**config.mk**
```make
export PLATFORM = sky130hd
export DESIGN_NAME = exu_seq
export DESIGN_NICKNAME = d
export VERILOG_FILES = /design/src/rtl/exu_seq.sv
export SDC_FILE = /design/constraint.sdc
export NUM_CORES = 2
export LEC_CHECK = 0
export BUFFER_PORTS_ARGS = -buffer_cell sky130_fd_sc_hd__buf_2
export CAP_MARGIN = 20
export CORE_MARGIN = 2
export CORE_UTILIZATION = 50
export DETAILED_ROUTE_END_ITERATION = 6
export PLACE_DENSITY = 0.7
export SLEW_MARGIN = 20
export SYNTH_ARGS = -nofsm -noshare
export SYNTH_HDL_FRONTEND = slang
export SYNTH_SLANG_ARGS = --single-unit
export TNS_END_PERCENT = 30
```
**constraint.sdc**
```tcl
create_clock -name clk -period 6.2 [get_ports clk]
set_input_delay 0.62 -clock clk [delete_from_list [all_inputs] [get_ports clk]]
set_output_delay 0.62 -clock clk [all_outputs]
set_load 0.02 [all_outputs]
```
**src/rtl/exu_seq.sv**
```systemverilog
// exu_seq: iterative sequencer for the RV M-extension operations (MUL/DIV class).
// It accepts one operation over in_valid/in_ready and computes it one bit per
// cycle: shift-add multiply or restoring divide on operand magnitudes, with the
// sign applied at the end. It then holds the result on out_valid/out_ready
// until the consumer takes it.
//
// Ports:
//   clk, rst_n          clock, asynchronous active-low reset
//   flush               synchronous abort; returns to IDLE on the next edge
//   in_valid/in_ready   operation handshake (in_ready = IDLE & ~flush)
//   in_op               funct3 (MUL, MULH, MULHSU, MULHU, DIV, DIVU, REM, REMU)
//   in_op1/in_op2       rs1/rs2 values
//   in_rd               destination tag, returned on out_rd
//   out_valid/out_ready result handshake
//   out_result/out_rd   result and its tag, held stable while in DONE
//   busy                high in CALC or DONE
//
// Build option: define EXU_SEQ_EARLY_ZERO_EN to make these operations finish
// on the fast path with a zero result: multiplies with a zero operand, and
// divides with a zero dividend and a nonzero divisor.
//
// state | meaning
// IDLE  | waiting for an operation
// CALC  | iterating, cnt_q counts down from W-1 to 0
// DONE  | result presented, waiting for out_ready
module exu_seq #(
  parameter int W     = 64,
  parameter int CNT_W = 7
) (
  input  logic         clk,
  input  logic         rst_n,
  input  logic         flush,
  input  logic         in_valid,
  output logic         in_ready,
  input  logic [2:0]   in_op,
  input  logic [W-1:0] in_op1,
  input  logic [W-1:0] in_op2,
  input  logic [4:0]   in_rd,
  output logic         out_valid,
  input  logic         out_ready,
  output logic [W-1:0] out_result,
  output logic [4:0]   out_rd,
  output logic         busy
);

  localparam logic [1:0] S_IDLE = 2'd0;
  localparam logic [1:0] S_CALC = 2'd1;
  localparam logic [1:0] S_DONE = 2'd2;

  localparam logic [W-1:0] INT_MIN = {1'b1, {(W-1){1'b0}}};

  logic [1:0]     state_q, state_d;
  logic [2:0]     op_q, op_d;
  logic [4:0]     rd_q, rd_d;
  logic           neg_q, neg_d;
  logic [W-1:0]   opnd_q, opnd_d;
  logic [2*W-1:0] acc_q, acc_d;
  logic [CNT_W-1:0] cnt_q, cnt_d;
  logic [W-1:0]   result_q, result_d;

  // Operand decode at accept time
  logic           in_div, s1_en, s2_en, sgn1, sgn2;
  logic [W-1:0]   mag1, mag2;
  logic           fast;
  logic [W-1:0]   fast_res;

  assign in_div = in_op[2];
  assign s1_en  = (in_op == 3'b001) | (in_op == 3'b010) |
                  (in_op == 3'b100) | (in_op == 3'b110);
  assign s2_en  = (in_op == 3'b001) | (in_op == 3'b100) | (in_op == 3'b110);
  assign sgn1   = s1_en & in_op1[W-1];
  assign sgn2   = s2_en & in_op2[W-1];
  assign mag1   = sgn1 ? -in_op1 : in_op1;
  assign mag2   = sgn2 ? -in_op2 : in_op2;

  always_comb begin
    fast     = 1'b0;
    fast_res = '0;
    if (in_div && in_op2 == '0) begin
      fast     = 1'b1;
      fast_res = in_op[1] ? in_op1 : '1;
    end else if (((in_op == 3'b100) || (in_op == 3'b110)) &&
                 in_op1 == INT_MIN && (&in_op2)) begin
      fast     = 1'b1;
      fast_res = in_op[1] ? '0 : in_op1;
    end
`ifdef EXU_SEQ_EARLY_ZERO_EN
    else if (!in_div && (in_op1 == '0 || in_op2 == '0)) begin
      fast     = 1'b1;
      fast_res = '0;
    end else if (in_div && in_op1 == '0) begin
      fast     = 1'b1;
      fast_res = '0;
    end
`endif
  end

  // One iteration. Multiply: acc = {partial, multiplier}, shifted right.
  // Divide: acc = {remainder, dividend/quotient}, shifted left.
  logic [W:0]     mul_sum, div_trial, div_diff;
  logic [2*W-1:0] acc_step, prod;
  logic [W-1:0]   quo, rem, fin_res;

  assign mul_sum   = {1'b0, acc_q[2*W-1:W]} + ({1'b0, opnd_q} & {(W+1){acc_q[0]}});
  assign div_trial = {acc_q[2*W-1:W], acc_q[W-1]};
  assign div_diff  = div_trial - {1'b0, opnd_q};

  always_comb begin
    if (op_q[2]) begin
      // Borrow out means the trial subtraction failed: restore.
      if (div_diff[W]) acc_step = {div_trial[W-1:0], acc_q[W-2:0], 1'b0};
      else             acc_step = {div_diff[W-1:0],  acc_q[W-2:0], 1'b1};
    end else begin
      acc_step = {mul_sum, acc_q[W-1:1]};
    end
  end

  // Negate the full 2W product before picking the half.
  assign prod = neg_q ? -acc_step : acc_step;
  assign quo  = acc_step[W-1:0];
  assign rem  = acc_step[2*W-1:W];

  always_comb begin
    if (op_q[2]) begin
      if (op_q[1]) fin_res = neg_q ? -rem : rem;
      else         fin_res = neg_q ? -quo : quo;
    end else begin
      fin_res = (op_q[1:0] == 2'b00) ? prod[W-1:0] : prod[2*W-1:W];
    end
  end

  always_comb begin
    state_d  = state_q;
    op_d     = op_q;
    rd_d     = rd_q;
    neg_d    = neg_q;
    opnd_d   = opnd_q;
    acc_d    = acc_q;
    cnt_d    = cnt_q;
    result_d = result_q;
    if (flush) begin
      state_d = S_IDLE;
    end else begin
      case (state_q)
        S_IDLE: begin
          if (in_valid) begin
            op_d   = in_op;
            rd_d   = in_rd;
            // Remainder takes the dividend's sign; everything else the XOR.
            neg_d  = (in_div && in_op[1]) ? sgn1 : (sgn1 ^ sgn2);
            opnd_d = in_div ? mag2 : mag1;
            acc_d  = {{W{1'b0}}, (in_div ? mag1 : mag2)};
            cnt_d  = CNT_W'(W - 1);
            if (fast) begin
              result_d = fast_res;
              state_d  = S_DONE;
            end else begin
              state_d  = S_CALC;
            end
          end
        end
        S_CALC: begin
          acc_d = acc_step;
          cnt_d = cnt_q - CNT_W'(1);
          if (cnt_q == '0) begin
            result_d = fin_res;
            state_d  = S_DONE;
          end
        end
        S_DONE: begin
          if (out_ready) state_d = S_IDLE;
        end
        default: state_d = S_IDLE;
      endcase
    end
  end

  always_ff @(posedge clk or negedge rst_n) begin
    if (!rst_n) begin
      state_q  <= S_IDLE;
      op_q     <= '0;
      rd_q     <= '0;
      neg_q    <= 1'b0;
      opnd_q   <= '0;
      acc_q    <= '0;
      cnt_q    <= '0;
      result_q <= '0;
    end else begin
      state_q  <= state_d;
      op_q     <= op_d;
      rd_q     <= rd_d;
      neg_q    <= neg_d;
      opnd_q   <= opnd_d;
      acc_q    <= acc_d;
      cnt_q    <= cnt_d;
      result_q <= result_d;
    end
  end

  assign in_ready   = (state_q == S_IDLE) & ~flush;
  assign out_valid  = (state_q == S_DONE);
  assign busy       = (state_q != S_IDLE);
  assign out_result = result_q;
  assign out_rd     = rd_q;

endmodule
```
==> out/metrics.csv <==
stage,metric,value,unit
run_status,outcome,finished with violations,
run_status,failing checks,"DRC, hold timing",
sta,RSZ-0062 raised after global routing,true,
critical_path,WP data required,6.66,ns
critical_path,Worst Reg-to-Reg Cells,23,
sta,achievable frequency,164,MHz
synth,"FF+latch count, synth",274,
critical_path,critical path type,reg2reg,
floorplanning,standard-cell rows,94,
min_path,min-delay worst type,in2async,
sta,Slew Limit Headroom,0.154,
clock_network,clock sinks,274,
synth,"Seq/Total Area, Yosys",0.208,
floorplanning,Die Width,261,um
placement,HPWL after detailed placement,139,mm
synth,"EDFF count, synth",0,
critical_path,CP Capture Type,flip-flop,
clock_network,clk_lat worst skew,0.60,ns
route,drt pass-1 iters,7,
global_route,GR Util All Layers,0.497,
global_route,number of global-route vias before repair,37400,
global_route,largest net degree at the start of global routing,162,
route,Post-Route WL,173,mm
cells_and_area,Final #Nets,5330,
synth,top post-synthesis cells by area,"dfrtp_1 21%, o21ai_0 7.8%, a21oi_1 6.5%",
clock_network,hold buffers post-CTS,0,
synth,Synth Area per Inst,7.08,um^2
cells_and_area,Post-Route Utilization,0.594,
cells_and_area,Layout area overhead,18.0,%
critical_path,crit path DAT,6.55,ns
placement,port bufs,212,
synth,library cells used by synthesis,106,
clock_network,CTS tree,yes,
floorplanning,Die Ht,261,um
critical_path,largest fanout on the critical path,17,
power,Pwr per Cell Area,729,nW/um^2
route,drt wl/cell,29.2,um
floorplanning,I/O pins,213,
critical_path,Worst setup startpoint,acc_q[0],
sta,min Tclk post-route,6.09,ns
critical_path,R2R setup slack,0.11,ns
clock_network,CTS Buf Count,36,
route,DR vias/cell,6.73,
cells_and_area,ratio of cells with drive above 1 in the final layout,0.175,
placement,Setup WS pre-CTS,-0.112,ns
power,LEAKAGE,16.3,nW
synth,post-synth top area share,0.208,
sta,Setup Skew,0.0370,ns
critical_path,reg-to-reg startpoint,acc_q[0],
power,Peak supply drop,504,uV
floorplanning,die area,68000,um^2
synth,ys async rst share,1.00,
sta,Hold WS,-0.0248,ns
route,detailed-route via count,40000,
synth,Post-Syn Area,33000,um^2
route,number of remaining DRC errors,47,
synth,cell taking the most area after synthesis,dfrtp_1,
clock_network,CTS Buffer Depth,3,
sta,Worst Slack Setup Final,0.108,ns
floorplanning,core area,65500,um^2
placement,placer congestion estimate,1.07,
critical_path,FF-to-FF End,out_result[54],
sta,final hold violations,4,
global_route,global-route wire length before repair,249,mm
sta,post-route clock period utilization,0.983,
synth,cell count after synthesis,4658,
clock_network,"Reg clk slew, reported paths",0.06,ns
synth,yosys warns,0,
route,DRT antenna net count,0,
flow_run,Maximum Capacitance Violations,0,
sta,# setup viols final,0,
critical_path,crit path launch type,flip-flop,
global_route,GR Overflow Total,0,
synth,Synth Flop Type,dfrtp_1,
clock_network,H-tree levels,2,
global_route,antenna violations before repair,19,
sta,Slew Limit Fails,0,
sta,Slew @ Worst Pin,1.26,ns
synth,syn nets,4936,
route,First DRT Iteration DRCs,5416,
floorplanning,Starting Density,0.503,
clock_network,Clock Root Buffer,clkbuf_16,
layout by cell type (no fill, tap or decap), drive strengths merged, types with 31 or more instances in the layout:
| master | n |
|---|---|
| xnor2 | 216 |
| or4 | 31 |
| nand3 | 100 |
| clkbuf | 49 |
| o211ai | 65 |
| buf | 666 |
| o21ai | 532 |
| a31oi | 65 |
| and2 | 91 |
| ha | 135 |
| inv | 133 |
| or3 | 44 |
| a211oi | 45 |
| a21o | 47 |
| xor2 | 148 |
| nor4 | 58 |
| o21a | 43 |
| nor3 | 135 |
| nand4 | 122 |
| nor2 | 443 |
| a21oi | 429 |
| o31ai | 68 |
| nand2 | 554 |
| dfrtp | 274 |
| mux2i | 74 |
| nand2b | 41 |
worst max-delay path, cell delays in order (launching register included):
cell and delay (ns):
dfrtp_1 0.45, buf_12 0.18, and2_1 0.14, ha_1 0.30, buf_4 0.17, a21oi_1 0.21, o21ai_0 0.19, a211oi_1 0.48
buf_4 0.21, nand2_1 0.12, a41oi_1 0.31, buf_4 0.19, o21bai_1 0.08, xnor2_1 0.14, nor2_1 0.09, a221o_1 0.37
or4_1 0.65, or4_1 0.49, o41ai_1 0.43, buf_4 0.19, mux2i_1 0.19, nor3_1 0.07, nor2_1 0.22, o21ai_1 0.09
sequential cells by signal, indices dropped and copies added (netlist names):
register / cells
acc_q: 128
opnd_q: 64
out_result: 64
cnt_q: 7
out_rd: 5
op_q: 3
state_q: 2
neg_q: 1
routing by layer:
| metal | global-route usage | wire length (um) |
|---|---|---|
| met5 | 0 | 18 |
| met4 | 0.384 | 16600 |
| met3 | 0.143 | 20500 |
| met2 | 0.751 | 72800 |
| met1 | 0.594 | 63400 |
metrics by stage:
stage | setup TNS [ns] | cell area, um^2 | std cells | power (mW)
after global placement | -0.0769 | 37500 | 5876 | 24.8
after detailed placement | -0.847 | 37500 | 5876 | 24.8
final | 0 | 38900 | 5947 | 28.4
after floorplan | 0 | 33000 | 4658 | 15.8
after CTS | 0 | 38700 | 5940 | 27.2
after global routing | -0.308 | 38900 | 5944 | 29.5
kinds of logic after synthesis:
family | share of synthesized area
AO/OA/AOI/OAI | 0.308
XOR/XNOR | 0.0967
adder cells (fa/ha/maj) | 0.0524
buffers and inverters | 0.0531
flip-flops | 0.208
multiplexers | 0.0313
AND/OR/NAND/NOR | 0.251
timing repair:
action,in CTS,in global routing
pin swaps,0,14
endpoints found under the setup margin,22,41
setup buffers,0,2
endpoints found under the hold margin,0,0
gates resized for setup,7,42
report_power, final:
part           switching [mW]  leakage [nW]  internal [mW]
registers               0.958          3.43           2.59
clock network           0.974         0.580           1.27
logic                    14.5          12.3           8.09
total                    16.4          16.3           12.0
cell type report:
type / instances / area [um^2]
Sequential cell: 274 / 6860
Fill cell: 6314 / 26600
Timing Repair Buffer: 666 / 4630
Antenna cell: 5 / 12.5
Clock inverter: 15 / 161
Inverter: 127 / 477
Multi-Input combinational cell: 3947 / 24700
Clock buffer: 49 / 1040
Tap cell: 864 / 1080
Yosys cell counts (98+ instances only):
library cell    n
dfrtp_1       274
nand3_1        98
nand4_1       121
xor2_1        148
o21ai_0       516
ha_1          135
clkbuf_1      246
nor3_1        134
nand2_1       552
xnor2_1       216
inv_1         126
nor2_1        441
a21oi_1       427
worst max-delay path by stage:
stage                     endpoint  slack [ns]  depth (start not counted)
global route        out_result[61]       -0.07                         24
global placement    out_result[44]       -0.05                         24
floorplan           out_result[38]        0.06                         25
detailed placement  out_result[38]       -0.11                         26
CTS                 out_result[60]        0.01                         25
finish              out_result[54]        0.11                         23
No activity file was read; power rests on OpenSTA's default activity.
